==> src/rtl/lstm_seq_ctrl_if.sv <==
// LSTM sequencer bus: control handshake, operand-memory addresses and strobes, and the
// net-phase h_new/h_word path between lstm_seq_ctrl and the MAC/activation datapath.
//   master : the sequencer (drives addresses/strobes, busy/done, h_word)
//   slave  : the controller/datapath (drives start, num_steps, h_new)
// Widths are derived from the parameters and must match the sequencer instance.
interface lstm_seq_ctrl_if #(
  parameter int unsigned WL   = 16,
  parameter int unsigned HID  = 64,
  parameter int unsigned NX   = 2,
  parameter int unsigned PACK = 16,
  parameter int unsigned TW   = 8
);
  localparam int unsigned NH   = HID / PACK;
  localparam int unsigned Rows = 4 * HID;
  localparam int unsigned RowW = $clog2(Rows);
  localparam int unsigned XW   = $clog2(NX * (2 ** TW));
  localparam int unsigned WxW  = $clog2(Rows * NX);
  localparam int unsigned HW   = (NH > 1) ? $clog2(NH) : 1;
  localparam int unsigned WhW  = $clog2(Rows * NH);
  localparam int unsigned UW   = (HID > 1) ? $clog2(HID) : 1;

  logic                 start;
  logic [TW-1:0]        num_steps;
  logic                 busy;
  logic                 done;
  logic [RowW-1:0]      b_addr;
  logic [XW-1:0]        x_addr;
  logic [WxW-1:0]       wx_addr;
  logic [HW-1:0]        h_raddr;
  logic [HW-1:0]        h_waddr;
  logic [WhW-1:0]       wh_addr;
  logic                 b_valid;
  logic                 x_valid;
  logic                 h_valid;
  logic                 row_last;
  logic                 gate_we;
  logic                 accum_rst_gate;
  logic [RowW-1:0]      gate_waddr;
  logic [RowW-1:0]      gate_raddr;
  logic [RowW-1:0]      gate_raddr2;
  logic                 f_valid;
  logic                 i_valid;
  logic                 accum_rst_net;
  logic                 c_we;
  logic [UW-1:0]        c_addr;
  logic [WL-1:0]        h_new;
  logic [PACK*WL-1:0]   h_word;
  logic                 h_we;

  modport master (
    input  start, num_steps, h_new,
    output busy, done, b_addr, x_addr, wx_addr, h_raddr, h_waddr, wh_addr,
           b_valid, x_valid, h_valid, row_last, gate_we, accum_rst_gate, gate_waddr,
           gate_raddr, gate_raddr2, f_valid, i_valid, accum_rst_net, c_we, c_addr,
           h_word, h_we
  );

  modport slave (
    output start, num_steps, h_new,
    input  busy, done, b_addr, x_addr, wx_addr, h_raddr, h_waddr, wh_addr,
           b_valid, x_valid, h_valid, row_last, gate_we, accum_rst_gate, gate_waddr,
           gate_raddr, gate_raddr2, f_valid, i_valid, accum_rst_net, c_we, c_addr,
           h_word, h_we
  );
endinterface

==> src/rtl/lstm_seq_ctrl.sv <==
// LSTM cell sequencer: address/strobe schedule for a multi-timestep layer.
//   GATE : streams bias, x/wx and h/wh operands for all 4*HID gate rows (1+NX+NH cycles/row)
//   DRAIN: GATE_PIPE cycles so the last gate write lands before the first net read
//   NET  : 6 cycles per hidden unit, reads f, i/g, o, writes c, packs h_new into h_word
// Ports: clk, rst_n (async active-low), bus (lstm_seq_ctrl_if.master).
// Optional: define SEQ_STALL_EN to add input 'stall', which freezes all state and masks
// every strobe; masked strobes issue on the first cycle after stall falls.
module lstm_seq_ctrl #(
  parameter int unsigned WL        = 16,
  parameter int unsigned HID       = 64,
  parameter int unsigned NX        = 2,
  parameter int unsigned PACK      = 16,
  parameter int unsigned GATE_PIPE = 4,
  parameter int unsigned TW        = 8
) (
  input logic             clk,
  input logic             rst_n,
`ifdef SEQ_STALL_EN
  input logic             stall,
`endif
  lstm_seq_ctrl_if.master bus
);
  localparam int unsigned NH   = HID / PACK;
  localparam int unsigned L    = 1 + NX + NH;
  localparam int unsigned Rows = 4 * HID;
  localparam int unsigned RowW = $clog2(Rows);
  localparam int unsigned CycW = (L > 1) ? $clog2(L) : 1;
  localparam int unsigned DrW  = (GATE_PIPE > 1) ? $clog2(GATE_PIPE) : 1;
  localparam int unsigned UW   = (HID > 1) ? $clog2(HID) : 1;
  localparam int unsigned XW   = $clog2(NX * (2 ** TW));
  localparam int unsigned WxW  = $clog2(Rows * NX);
  localparam int unsigned HW   = (NH > 1) ? $clog2(NH) : 1;
  localparam int unsigned WhW  = $clog2(Rows * NH);

  typedef enum logic [2:0] {StIdle, StGate, StDrain, StNet, StFin} state_e;

  state_e state_q, state_d;
  logic [RowW-1:0] row_q, row_d;
  logic [CycW-1:0] cyc_q, cyc_d;
  logic [DrW-1:0]  drn_q, drn_d;
  logic [UW-1:0]   unit_q, unit_d;
  logic [2:0]      ncyc_q, ncyc_d;
  logic [TW-1:0]   t_q, t_d, steps_q, steps_d;

  logic [GATE_PIPE-1:0]           pipe_vld_q;
  logic [GATE_PIPE-1:0][RowW-1:0] pipe_row_q;
  logic                           h_we_q;
  logic [HW-1:0]                  h_waddr_q;
  logic [PACK*WL-1:0]             h_word_q;

  // Address outputs hold their last issued value between strobes.
  logic [RowW-1:0] b_addr_q, b_addr_d, gw_addr_q, gw_addr_d;
  logic [RowW-1:0] gr_addr_q, gr_addr_d, gr2_addr_q, gr2_addr_d;
  logic [XW-1:0]   x_addr_q, x_addr_d;
  logic [WxW-1:0]  wx_addr_q, wx_addr_d;
  logic [HW-1:0]   hr_addr_q, hr_addr_d;
  logic [WhW-1:0]  wh_addr_q, wh_addr_d;
  logic [UW-1:0]   c_addr_q, c_addr_d;

  logic        run, gate_act, net_act;
  logic        b_raw, x_raw, h_raw, rl_raw, f_raw, i_raw, arn_raw, cwe_raw, hwe_set;
  logic [31:0] k_idx, j_idx, slot_idx;

`ifdef SEQ_STALL_EN
  assign run = ~stall;
`else
  assign run = 1'b1;
`endif

  assign gate_act = (state_q == StGate);
  assign net_act  = (state_q == StNet);
  assign k_idx    = 32'(cyc_q) - 32'd1;
  assign j_idx    = 32'(cyc_q) - 32'd1 - NX;
  assign slot_idx = 32'(unit_q) % PACK;

  assign b_raw   = gate_act && (cyc_q == '0);
  assign x_raw   = gate_act && (cyc_q != '0) && (32'(cyc_q) <= NX);
  assign h_raw   = gate_act && (32'(cyc_q) > NX);
  assign rl_raw  = gate_act && (cyc_q == CycW'(L - 1));
  assign f_raw   = net_act && (ncyc_q == 3'd0);
  assign i_raw   = net_act && (ncyc_q == 3'd1);
  assign arn_raw = net_act && (ncyc_q == 3'd3);
  assign cwe_raw = net_act && (ncyc_q == 3'd5);
  // Last slot of a packed word filled: write it out on the next cycle.
  assign hwe_set = cwe_raw && (slot_idx == PACK - 1);

  always_comb begin
    state_d = state_q;
    row_d   = row_q;
    cyc_d   = cyc_q;
    drn_d   = drn_q;
    unit_d  = unit_q;
    ncyc_d  = ncyc_q;
    t_d     = t_q;
    steps_d = steps_q;
    unique case (state_q)
      StIdle: begin
        if (bus.start) begin
          steps_d = bus.num_steps;
          t_d     = '0;
          state_d = (bus.num_steps == '0) ? StFin : StGate;
        end
      end
      StGate: begin
        if (cyc_q == CycW'(L - 1)) begin
          cyc_d = '0;
          if (row_q == RowW'(Rows - 1)) begin
            row_d   = '0;
            state_d = StDrain;
          end else begin
            row_d = row_q + 1'b1;
          end
        end else begin
          cyc_d = cyc_q + 1'b1;
        end
      end
      StDrain: begin
        if (drn_q == DrW'(GATE_PIPE - 1)) begin
          drn_d   = '0;
          state_d = StNet;
        end else begin
          drn_d = drn_q + 1'b1;
        end
      end
      StNet: begin
        if (ncyc_q == 3'd5) begin
          ncyc_d = '0;
          if (unit_q == UW'(HID - 1)) begin
            unit_d = '0;
            // steps_q >= 1 here: a zero count never leaves IDLE for GATE.
            if (t_q == steps_q - 1'b1) begin
              t_d     = '0;
              state_d = StFin;
            end else begin
              t_d     = t_q + 1'b1;
              state_d = StGate;
            end
          end else begin
            unit_d = unit_q + 1'b1;
          end
        end else begin
          ncyc_d = ncyc_q + 1'b1;
        end
      end
      StFin:   state_d = StIdle;
      default: state_d = StIdle;
    endcase
  end

  always_comb begin
    b_addr_d   = b_addr_q;
    x_addr_d   = x_addr_q;
    wx_addr_d  = wx_addr_q;
    hr_addr_d  = hr_addr_q;
    wh_addr_d  = wh_addr_q;
    gw_addr_d  = gw_addr_q;
    gr_addr_d  = gr_addr_q;
    gr2_addr_d = gr2_addr_q;
    c_addr_d   = c_addr_q;
    if (b_raw) b_addr_d = row_q;
    if (x_raw) begin
      x_addr_d  = XW'(32'(t_q) * NX + k_idx);
      wx_addr_d = WxW'(32'(row_q) * NX + k_idx);
    end
    if (h_raw) begin
      hr_addr_d = HW'(j_idx);
      wh_addr_d = WhW'(32'(row_q) * NH + j_idx);
    end
    if (pipe_vld_q[GATE_PIPE-1]) gw_addr_d = pipe_row_q[GATE_PIPE-1];
    if (f_raw) gr_addr_d = RowW'(HID + 32'(unit_q));
    if (i_raw) begin
      gr_addr_d  = RowW'(unit_q);
      gr2_addr_d = RowW'(2 * HID + 32'(unit_q));
    end
    if (cwe_raw) begin
      gr_addr_d = RowW'(3 * HID + 32'(unit_q));
      c_addr_d  = unit_q;
    end
  end

  always_ff @(posedge clk or negedge rst_n) begin
    if (!rst_n) begin
      state_q    <= StIdle;
      row_q      <= '0;
      cyc_q      <= '0;
      drn_q      <= '0;
      unit_q     <= '0;
      ncyc_q     <= '0;
      t_q        <= '0;
      steps_q    <= '0;
      pipe_vld_q <= '0;
      pipe_row_q <= '0;
      h_we_q     <= 1'b0;
      h_waddr_q  <= '0;
      h_word_q   <= '0;
    end else if (run) begin
      state_q       <= state_d;
      row_q         <= row_d;
      cyc_q         <= cyc_d;
      drn_q         <= drn_d;
      unit_q        <= unit_d;
      ncyc_q        <= ncyc_d;
      t_q           <= t_d;
      steps_q       <= steps_d;
      pipe_vld_q[0] <= rl_raw;
      pipe_row_q[0] <= row_q;
      for (int i = 1; i < GATE_PIPE; i++) begin
        pipe_vld_q[i] <= pipe_vld_q[i-1];
        pipe_row_q[i] <= pipe_row_q[i-1];
      end
      h_we_q <= hwe_set;
      if (hwe_set) h_waddr_q <= HW'(32'(unit_q) / PACK);
      if (cwe_raw) h_word_q[slot_idx*WL +: WL] <= bus.h_new;
    end
  end

  always_ff @(posedge clk or negedge rst_n) begin
    if (!rst_n) begin
      b_addr_q   <= '0;
      x_addr_q   <= '0;
      wx_addr_q  <= '0;
      hr_addr_q  <= '0;
      wh_addr_q  <= '0;
      gw_addr_q  <= '0;
      gr_addr_q  <= '0;
      gr2_addr_q <= '0;
      c_addr_q   <= '0;
    end else begin
      b_addr_q   <= b_addr_d;
      x_addr_q   <= x_addr_d;
      wx_addr_q  <= wx_addr_d;
      hr_addr_q  <= hr_addr_d;
      wh_addr_q  <= wh_addr_d;
      gw_addr_q  <= gw_addr_d;
      gr_addr_q  <= gr_addr_d;
      gr2_addr_q <= gr2_addr_d;
      c_addr_q   <= c_addr_d;
    end
  end

  assign bus.busy           = (state_q == StGate) || (state_q == StDrain) || (state_q == StNet);
  assign bus.done           = (state_q == StFin) && run;
  assign bus.b_valid        = b_raw && run;
  assign bus.x_valid        = x_raw && run;
  assign bus.h_valid        = h_raw && run;
  assign bus.row_last       = rl_raw && run;
  assign bus.gate_we        = pipe_vld_q[GATE_PIPE-1] && run;
  assign bus.accum_rst_gate = pipe_vld_q[GATE_PIPE-1] && run;
  assign bus.f_valid        = f_raw && run;
  assign bus.i_valid        = i_raw && run;
  assign bus.accum_rst_net  = arn_raw && run;
  assign bus.c_we           = cwe_raw && run;
  assign bus.h_we           = h_we_q && run;
  assign bus.b_addr         = b_addr_d;
  assign bus.x_addr         = x_addr_d;
  assign bus.wx_addr        = wx_addr_d;
  assign bus.h_raddr        = hr_addr_d;
  assign bus.wh_addr        = wh_addr_d;
  assign bus.gate_waddr     = gw_addr_d;
  assign bus.gate_raddr     = gr_addr_d;
  assign bus.gate_raddr2    = gr2_addr_d;
  assign bus.c_addr         = c_addr_d;
  assign bus.h_waddr        = h_waddr_q;
  assign bus.h_word         = h_word_q;
endmodule

==> src/flat_wrapper.sv <==
// flat-port wrapper written by rule: the top's interface ports become plain ports
module lstm_seq_ctrl_flat 
#(
  parameter int unsigned WL        = 16,
  parameter int unsigned HID       = 64,
  parameter int unsigned NX        = 2,
  parameter int unsigned PACK      = 16,
  parameter int unsigned GATE_PIPE = 4,
  parameter int unsigned TW        = 8
)
  (clk, rst_n, bus_start, bus_num_steps, bus_h_new, bus_busy, bus_done, bus_b_addr, bus_x_addr, bus_wx_addr, bus_h_raddr, bus_h_waddr, bus_wh_addr, bus_b_valid, bus_x_valid, bus_h_valid, bus_row_last, bus_gate_we, bus_accum_rst_gate, bus_gate_waddr, bus_gate_raddr, bus_gate_raddr2, bus_f_valid, bus_i_valid, bus_accum_rst_net, bus_c_we, bus_c_addr, bus_h_word, bus_h_we);
  lstm_seq_ctrl_if #(.WL(WL), .HID(HID), .NX(NX), .PACK(PACK), .TW(TW)) bus_i ();
  input logic clk;
  input logic rst_n;
  input wire logic [$bits(bus_i.start)-1:0] bus_start;
  input wire logic [$bits(bus_i.num_steps)-1:0] bus_num_steps;
  input wire logic [$bits(bus_i.h_new)-1:0] bus_h_new;
  output wire logic [$bits(bus_i.busy)-1:0] bus_busy;
  output wire logic [$bits(bus_i.done)-1:0] bus_done;
  output wire logic [$bits(bus_i.b_addr)-1:0] bus_b_addr;
  output wire logic [$bits(bus_i.x_addr)-1:0] bus_x_addr;
  output wire logic [$bits(bus_i.wx_addr)-1:0] bus_wx_addr;
  output wire logic [$bits(bus_i.h_raddr)-1:0] bus_h_raddr;
  output wire logic [$bits(bus_i.h_waddr)-1:0] bus_h_waddr;
  output wire logic [$bits(bus_i.wh_addr)-1:0] bus_wh_addr;
  output wire logic [$bits(bus_i.b_valid)-1:0] bus_b_valid;
  output wire logic [$bits(bus_i.x_valid)-1:0] bus_x_valid;
  output wire logic [$bits(bus_i.h_valid)-1:0] bus_h_valid;
  output wire logic [$bits(bus_i.row_last)-1:0] bus_row_last;
  output wire logic [$bits(bus_i.gate_we)-1:0] bus_gate_we;
  output wire logic [$bits(bus_i.accum_rst_gate)-1:0] bus_accum_rst_gate;
  output wire logic [$bits(bus_i.gate_waddr)-1:0] bus_gate_waddr;
  output wire logic [$bits(bus_i.gate_raddr)-1:0] bus_gate_raddr;
  output wire logic [$bits(bus_i.gate_raddr2)-1:0] bus_gate_raddr2;
  output wire logic [$bits(bus_i.f_valid)-1:0] bus_f_valid;
  output wire logic [$bits(bus_i.i_valid)-1:0] bus_i_valid;
  output wire logic [$bits(bus_i.accum_rst_net)-1:0] bus_accum_rst_net;
  output wire logic [$bits(bus_i.c_we)-1:0] bus_c_we;
  output wire logic [$bits(bus_i.c_addr)-1:0] bus_c_addr;
  output wire logic [$bits(bus_i.h_word)-1:0] bus_h_word;
  output wire logic [$bits(bus_i.h_we)-1:0] bus_h_we;
  assign bus_i.start = bus_start;
  assign bus_i.num_steps = bus_num_steps;
  assign bus_i.h_new = bus_h_new;
  assign bus_busy = bus_i.busy;
  assign bus_done = bus_i.done;
  assign bus_b_addr = bus_i.b_addr;
  assign bus_x_addr = bus_i.x_addr;
  assign bus_wx_addr = bus_i.wx_addr;
  assign bus_h_raddr = bus_i.h_raddr;
  assign bus_h_waddr = bus_i.h_waddr;
  assign bus_wh_addr = bus_i.wh_addr;
  assign bus_b_valid = bus_i.b_valid;
  assign bus_x_valid = bus_i.x_valid;
  assign bus_h_valid = bus_i.h_valid;
  assign bus_row_last = bus_i.row_last;
  assign bus_gate_we = bus_i.gate_we;
  assign bus_accum_rst_gate = bus_i.accum_rst_gate;
  assign bus_gate_waddr = bus_i.gate_waddr;
  assign bus_gate_raddr = bus_i.gate_raddr;
  assign bus_gate_raddr2 = bus_i.gate_raddr2;
  assign bus_f_valid = bus_i.f_valid;
  assign bus_i_valid = bus_i.i_valid;
  assign bus_accum_rst_net = bus_i.accum_rst_net;
  assign bus_c_we = bus_i.c_we;
  assign bus_c_addr = bus_i.c_addr;
  assign bus_h_word = bus_i.h_word;
  assign bus_h_we = bus_i.h_we;
  lstm_seq_ctrl #(.WL(WL), .HID(HID), .NX(NX), .PACK(PACK), .GATE_PIPE(GATE_PIPE), .TW(TW)) u_core (.clk(clk), .rst_n(rst_n), .bus(bus_i));
endmodule
==> config.mk <==
export PLATFORM = sky130hd
export DESIGN_NAME = lstm_seq_ctrl_flat
export DESIGN_NICKNAME = d
export VERILOG_FILES = /design/src/rtl/lstm_seq_ctrl_if.sv /design/src/rtl/lstm_seq_ctrl.sv /design/src/flat_wrapper.sv
export SDC_FILE = /design/constraint.sdc
export NUM_CORES = 1
export LEC_CHECK = 0
export ABC_CLOCK_PERIOD_IN_PS = 5800
export BUFFER_PORTS_ARGS = -buffer_cell sky130_fd_sc_hd__buf_2
export CAP_MARGIN = 20
export CORE_ASPECT_RATIO = 0.75
export CORE_MARGIN = 10
export CORE_UTILIZATION = 40
export DETAILED_ROUTE_END_ITERATION = 8
export GPL_TIMING_DRIVEN = 0
export PLACE_DENSITY = 0.62
export SYNTH_ARGS = -nofsm -noshare
export SYNTH_HDL_FRONTEND = slang
export SYNTH_SLANG_ARGS = --single-unit
==> constraint.sdc <==
create_clock -name clk -period 5.8 [get_ports clk]
set_input_delay 0.87 -clock clk [delete_from_list [all_inputs] [get_ports clk]]
set_output_delay 0.87 -clock clk [all_outputs]
set_load 0.02 [all_outputs]
==> results of run 1 <==
==> cell usage after synthesis (19+ instances only) <==
cell type / number / area (µm²)
nand2_1: 431 / 1620
inv_1: 31 / 116
and2_1: 25 / 156
xnor2_1: 24 / 210
o21ai_0: 267 / 1340
nor3_1: 19 / 95.1
ha_1: 28 / 350
a21oi_1: 20 / 100
nor2_1: 31 / 116
mux2_2: 72 / 811
dfrtp_1: 404 / 10100
clkbuf_1: 83 / 312
==> worst register-to-register path, cell delays in order (launching register included) <==
cell      delay, ns
dfrtp_1        0.36
clkbuf_1       0.30
clkinv_1       0.35
ha_1           0.44
nor3b_2        0.78
and2_1         0.36
nand2_1        0.42
buf_2          0.41
mux2_2         0.32
==> metal layers <==
| metal | wire, µm | GRT usage [%] |
|---|---|---|
| met5 | 0 | 0 |
| met4 | 1660 | 6.99 |
| met3 | 4330 | 4.91 |
| met2 | 23600 | 31.8 |
| met1 | 24500 | 30.1 |
==> stage by stage <==
step / util, % / std cells / instance area (µm²)
final: 50.2 / 2550 / 20400
after global routing: 50.2 / 2550 / 20400
after floorplan: - / 1581 / 16400
after CTS: 50.2 / 2550 / 20400
after detailed placement: 46.7 / 2478 / 19000
after global placement: 46.5 / 2474 / 18900
==> final timing paths <==
kind                                                startpoint                                 end  slack, ns  cells past startpoint
worst max register to register    u_core.unit_q[0]$_DFFE_PN0P_  u_core.bus.h_word[102]$_DFFE_PN0P_       1.96                      8
max in group asynchronous                                rst_n   u_core.bus.h_waddr[1]$_DFFE_PN0P_       4.05                      3
worst max-delay path               u_core.cyc_q[0]$_DFFE_PN0P_                      bus_wh_addr[8]       0.48                     14
worst min register to register  u_core.pipe_row_q[3]$_DFF_PN0_     u_core.pipe_row_q[11]$_DFF_PN0_       0.35                      0
min in group asynchronous                                rst_n   u_core.bus.h_word[42]$_DFFE_PN0P_       0.38                      1
worst min-delay path            u_core.pipe_row_q[3]$_DFF_PN0_     u_core.pipe_row_q[11]$_DFF_PN0_       0.35                      0
==> state kept, by name (all words and copies together) (netlist names), 9 cells and up <==
register / cells
u_core.wx_addr_q: 9
u_core.pipe_row_q: 32
u_core.x_addr_q: 9
u_core.wh_addr_q: 10
u_core.bus.h_word: 256
==> power by group <==
part           switching, W  internal, W
registers          0.000111      0.00301
logic               0.00123     0.000630
clock network       0.00113      0.00169
total               0.00247      0.00533
==> cell families after synthesis <==
kind of cell	count (synthesis)	synth area share, %
and+or+nand+nor	576	14.9
DFF	404	61.6
AOI/OAI and AO/OA	339	11.2
buffers and inverters	122	2.88
muxes	72	4.94
xor gates and xnor gates	37	1.97
adders and majority gates	31	2.50
==> cell usage in the layout, fill, tap and decap left out, types with 10 or more instances in the layout <==
cell       Yosys  final
nand2_1      431    431
dfrtp_1      404    404
buf_2          3    367
o21ai_0      267    267
clkbuf_1      83     90
mux2_2        72     72
clkbuf_16      0     43
inv_1         31     31
nor2_1        31     31
ha_1          28     28
and2_1        25     25
xnor2_1       24     24
a21oi_1       20     20
nor3_1        19     19
nand3_1       14     14
xor2_1        13     13
nand4_1       10     10
==> final cells by class <==
type | count | area share (%)
clock inverter | 14 | 1.08
clock buffer | 58 | 5.93
tap | 528 | 3.23
inverter | 33 | 0.606
buffer | 89 | 1.71
sequential | 404 | 49.5
multi-input combinational | 1055 | 28.5
timing repair buffer | 369 | 9.43
==> results.py, run 1 <==
metrics = {
    "critical_path": {
        "crit_family": "adder cells",
        "worst-path-buf-inv": 3,
        "critPathCaptureType": "output port",
        "critPathArrivalTime_ns": 4.45,
        "slowest_stage": "dfrtp_1",
        "cp_data_required_time_ns": 4.93,
        "worstSetupPathType": "reg -> out",
        "crit_fanout": 10,
        "cpPeakStageDelay_ns": 0.57,
        "crit_top_cell": "ha_1",
        "worstSetupStartpointType": "flop",
        "timing.critical_path.cells": "inv_1 -> ha_1 -> xnor2_1 -> ha_1 -> inv_1 -> ha_1 -> fa_1 -> a21o_1 -> a21oi_1 -> o21bai_1 -> a21oi_1 -> xor2_1 -> o21ai_0 -> buf_2",
    },
    "timing": {
        "skew_ns": 0.0276,
        "fmax_ghz": 0.188,
        "min_period_over_period_pct": 91.7,
        "finalWorstPathRequiredPeriod_ns": 5.32,
        "layout_setup_ws_ns": 0.481,
        "fin_tns_setup_ns": 0,
        "finalSetupViolCount": 0,
        "slew_violations": 0,
        "relSlewSlack_pct": 36.4,
        "hold_violations": 0,
        "holdWs_ns": 0.346,
        "rsz0062_at_grt": "no",
        "tightest_slew_ns": 0.951,
    },
    "floorplan": {
        "rows": 64,
        "dieArea_mm2": 0.0496,
        "io-pin-count": 366,
        "initial_core_util_pct": 40.3,
        "die_h_um": 195,
        "die_x_um": 254,
        "core_mm2": 0.0407,
    },
    "cells_and_area": {
        "multiInputGateArea_mm2": 0.00583,
        "drive_gt1_share_pct": 25.9,
        "syn2layout_area_growth_pct": 24.5,
        "regArea_mm2": 0.0101,
        "n_antenna_cell": 0,
        "n_fill_cell": 3760,
        "fin_nets": 2052,
    },
    "clocking": {
        "cts_tree": "yes",
        "postCtsSetupRepairBufs": 0,
        "root_buffer": "clkbuf_16",
        "insertion_delay_ns": 0.56,
        "cts_resized": 0,
        "cts.clk_slew.worst_paths_ns": 0.06,
        "cts_sinks": 404,
        "holdBufCountCts": 0,
        "numCtsBuffers": 42,
        "h-tree-depth": 2,
        "cts_buffer_depth": 3,
    },
    "power_and_ir_drop": {
        "leakage_nw": 10.1,
        "p_per_area_mw_per_mm2": 382,
        "power.total_w": 0.00780,
        "ir_worst_vdd_mv": 0.443,
    },
    "detailed_routing": {
        "wl_mm": 54.1,
        "post_drt_via_cell_ratio": 5.20,
        "vias": 13300,
        "dr.pass1.iters": 5,
        "wl_per_cell_um": 21.2,
        "drt_iter0_drc": 977,
        "drtAntennaViolNets": 0,
        "drc_errors": 0,
    },
    "synthesis": {
        "synth_fp_nets": 1639,
        "synth_ff_type": "dfrtp_1",
        "ys_seq_area_share_pct": 61.6,
        "synth_area_mm2": 0.0164,
        "ys_ff_latch": 404,
        "ys_async_sr_fraction_pct": 100,
        "yosysUniqueCellTypes": 56,
        "yosys_warnings": 0,
        "synth.avg_cell_area_um2": 10.4,
        "syn_inst": 1581,
        "synth_edf_count": 0,
    },
    "global_routing": {
        "grt.total_usage_pct": 21.3,
        "grt_pass1_wl_mm": 82.1,
        "grt_overflow": 0,
        "antenna_found_initial": 0,
        "grt_pass1_vias": 13300,
        "grt_max_degree": 118,
    },
    "run": {
        "cap_violations": 0,
    },
    "outcome": {
        "status": "finished clean",
    },
    "placed_design": {
        "portBuffers": 365,
        "dp_slack_ns": 1.07,
        "place_hpwl_mm": 40.0,
        "place_congestion": 0.867,
    },
    "min_path": {
        "hp-class": "reg -> reg",
    },
}
No activity file was read; power rests on OpenSTA's default activity.
==> inputs of run 2 (changes only) <==
--- a/config.mk
+++ b/config.mk
@@ -5,6 +5,7 @@
 export SDC_FILE = /design/constraint.sdc
 export NUM_CORES = 1
 export LEC_CHECK = 0
+export ABC_AREA = 1
 export ABC_CLOCK_PERIOD_IN_PS = 5800
 export BUFFER_PORTS_ARGS = -buffer_cell sky130_fd_sc_hd__buf_2
 export CAP_MARGIN = 20
==> run 2 against run 1 <==
Critical endpoint unchanged. Critical path type unchanged. Flip-flop and latch count unchanged. Via count increased by 7.8%. Cell area increased by 0.51%. Clock skew decreased by 0.0049 ns. Register-to-register slack improved by 0.48 ns.
==> results.py, run 2 <==
metrics = {
    "outcome": {
        "status": "finished clean",
    },
    "clocking": {
        "cts_tree": "yes",
        "postCtsSetupRepairBufs": 0,
        "cts_buffer_depth": 3,
        "cts_resized": 0,
        "cts.clk_slew.worst_paths_ns": 0.06,
        "numCtsBuffers": 41,
        "cts_sinks": 404,
        "root_buffer": "clkbuf_16",
        "h-tree-depth": 2,
        "holdBufCountCts": 0,
        "insertion_delay_ns": 0.55,
    },
    "floorplan": {
        "rows": 64,
        "dieArea_mm2": 0.0501,
        "initial_core_util_pct": 40.6,
        "core_mm2": 0.0408,
        "die_h_um": 196,
        "die_x_um": 255,
        "io-pin-count": 366,
    },
    "global_routing": {
        "grt.total_usage_pct": 22.2,
        "grt_pass1_wl_mm": 85.9,
        "grt_max_degree": 125,
        "antenna_found_initial": 3,
        "grt_pass1_vias": 14000,
        "grt_overflow": 0,
    },
    "placed_design": {
        "portBuffers": 365,
        "postPlaceCellArea_mm2": 0.0192,
        "place_congestion": 0.871,
        "place_hpwl_mm": 42.7,
        "dp_cells": 2704,
    },
    "synthesis": {
        "yosysUniqueCellTypes": 36,
        "synth.area.top_cells": "dfrtp_1, nand2_1, o21ai_0",
        "yosysTopAreaCellShare_pct": 61.0,
        "yosysMostFrequentCell": "nand2_1",
        "synth_fp_nets": 1866,
        "synth_top_cell_by_area": "dfrtp_1",
        "ys_async_sr_fraction_pct": 100,
        "synth_area_mm2": 0.0166,
        "yosys_warnings": 0,
        "ys_seq_area_share_pct": 61.0,
        "synth.avg_cell_area_um2": 9.17,
        "synthTopCellsByCount": "nand2_1, dfrtp_1, o21ai_0, inv_1, nor2_1",
        "synth_ff_type": "dfrtp_1",
        "ys_ff_latch": 404,
        "synth_edf_count": 0,
        "syn_inst": 1808,
    },
    "timing": {
        "tightest_slew_ns": 0.731,
        "finalWorstPathRequiredPeriod_ns": 4.85,
        "relSlewSlack_pct": 51.3,
        "fin_tns_setup_ns": 0,
        "holdWs_ns": 0.234,
        "slew_violations": 0,
        "hold_violations": 0,
        "min_period_over_period_pct": 83.7,
        "fmax_ghz": 0.206,
        "finalSetupViolCount": 0,
        "rsz0062_at_grt": "no",
        "skew_ns": 0.0228,
    },
    "critical_path": {
        "worstSetupStartpointType": "flop",
        "r2r_setup_slack_ns": 2.44,
        "worstRegToRegCells": 15,
        "critPathCaptureType": "output port",
        "critPathArrivalTime_ns": 3.98,
        "cp_data_required_time_ns": 4.93,
        "r2r-end": "u_core.wh_addr_q[8]$_DFF_PN0_",
        "worstSetupPathType": "reg -> out",
        "crit_fanout": 8,
        "r2r-start": "u_core.cyc_q[0]$_DFFE_PN0P_",
    },
    "cells_and_area": {
        "syn2layout_area_growth_pct": 23.9,
        "final_area_mm2": 0.0205,
        "largest_reg_flops": 256,
        "n_fill_cell": 3859,
        "final_common_cell": "nand2_1",
        "fin_nets": 2277,
        "drive_gt1_share_pct": 21.3,
        "final_core_util_pct": 50.3,
        "mostFrequentLayoutCells": "nand2_1, dfrtp_1, buf_2",
        "instances_no_fill": 2777,
    },
    "detailed_routing": {
        "vias": 14300,
        "dr.pass1.iters": 6,
        "drc_errors": 0,
        "wl_per_cell_um": 20.4,
        "post_drt_via_cell_ratio": 5.15,
        "drtAntennaViolNets": 0,
        "drt_iter0_drc": 1539,
        "wl_mm": 56.5,
    },
    "power_and_ir_drop": {
        "p_per_area_mw_per_mm2": 285,
        "ir_worst_vdd_mv": 0.172,
        "leakage_nw": 10.6,
    },
    "min_path": {
        "hp-class": "in -> async",
    },
    "run": {
        "cap_violations": 0,
    },
}
-- run 2: cell types whose count changed after synthesis, moves of 7 or more --
cell	delta
nand3_1	+48
a21o_1	-7
inv_1	+109
and2_1	-23
nand2_1	+159
nor2_1	+47
o21ai_1	+38
mux2_2	-64
buf_2	+14
nor3_1	-12
xnor2_1	-18
clkbuf_1	-26
o21ai_0	+9
-- run 2: critical path, cell delays in order, from the launching register on --
cell     delay (ns)
dfrtp_1        0.40
inv_1          0.28
ha_1           0.22
xor2_1         0.31
inv_1          0.23
ha_1           0.25
inv_1          0.05
ha_1           0.25
fa_1           0.43
nand3_1        0.08
nand3_1        0.08
nand2_1        0.10
nand2_1        0.06
a21oi_1        0.15
xor2_1         0.10
o21ai_0        0.22
buf_2          0.22
-- run 2: kinds of logic (layout without fill, tap and decap cells) --
kind of cell,after synthesis,in the layout,synth area share (%)
xor+xnor,20,20,1.06
buf+inv,222,662,5.20
simple gates,763,763,18.5
mux,8,8,0.544
compound gates,360,360,11.2
fa+ha+maj,31,31,2.48
other cells,0,1,0
flops,404,404,61.0
-- run 2: how the worst max path moves through the flow --
stage	startpoint	to	cells past startpoint
6_report	u_core.cyc_q[0]$_DFFE_PN0P_	bus_wh_addr[8]	16
5_1_grt	u_core.cyc_q[0]$_DFFE_PN0P_	bus_wh_addr[8]	16
4_1_cts	u_core.cyc_q[0]$_DFFE_PN0P_	bus_wh_addr[8]	16
3_5_place_dp	u_core.cyc_q[0]$_DFFE_PN0P_	bus_wh_addr[8]	16
3_3_place_gp	rst_n	u_core.bus.h_word[170]$_DFFE_PN0P_	1
2_1_floorplan	u_core.cyc_q[0]$_DFFE_PN0P_	bus_wh_addr[8]	15
-- run 2: layout make-up --
cell class	instances	area (µm²)	area share (%)
Sequential cell	404	10100	49.2
Multi-Input combinational cell	1182	5600	27.3
Timing Repair Buffer	368	1920	9.35
Clock buffer	59	1230	5.97
Tap cell	528	661	3.22
Inverter	145	544	2.65
Buffer	77	318	1.55
Clock inverter	13	154	0.749
Antenna cell	1	2.50	0.0122
-- run 2: power by group --
part           internal [W]  switching [W]
combinational     0.0000606       0.000184
clock               0.00160        0.00113
sequential          0.00286      0.0000245
-- run 2: metrics by stage --
step / worst slack, ns / power [W]
floorplan: 1.93 / 0.00302
global placement: -4.10 / 0.00317
detailed placement: 1.50 / 0.00318
CTS: 0.877 / 0.00593
global route: 0.641 / 0.00607
finish: 0.948 / 0.00586
-- run 2: layer usage --
metal / GRT usage, % / routed length (µm) / up-vias
met3: 5.01 / 4980 / 105
met1: 32.2 / 25600 / 6900
met5: 0 / 0 / -
met4: 7.77 / 1860 / 0
met2: 31.8 / 24000 / 630
li1: - / - / 6664
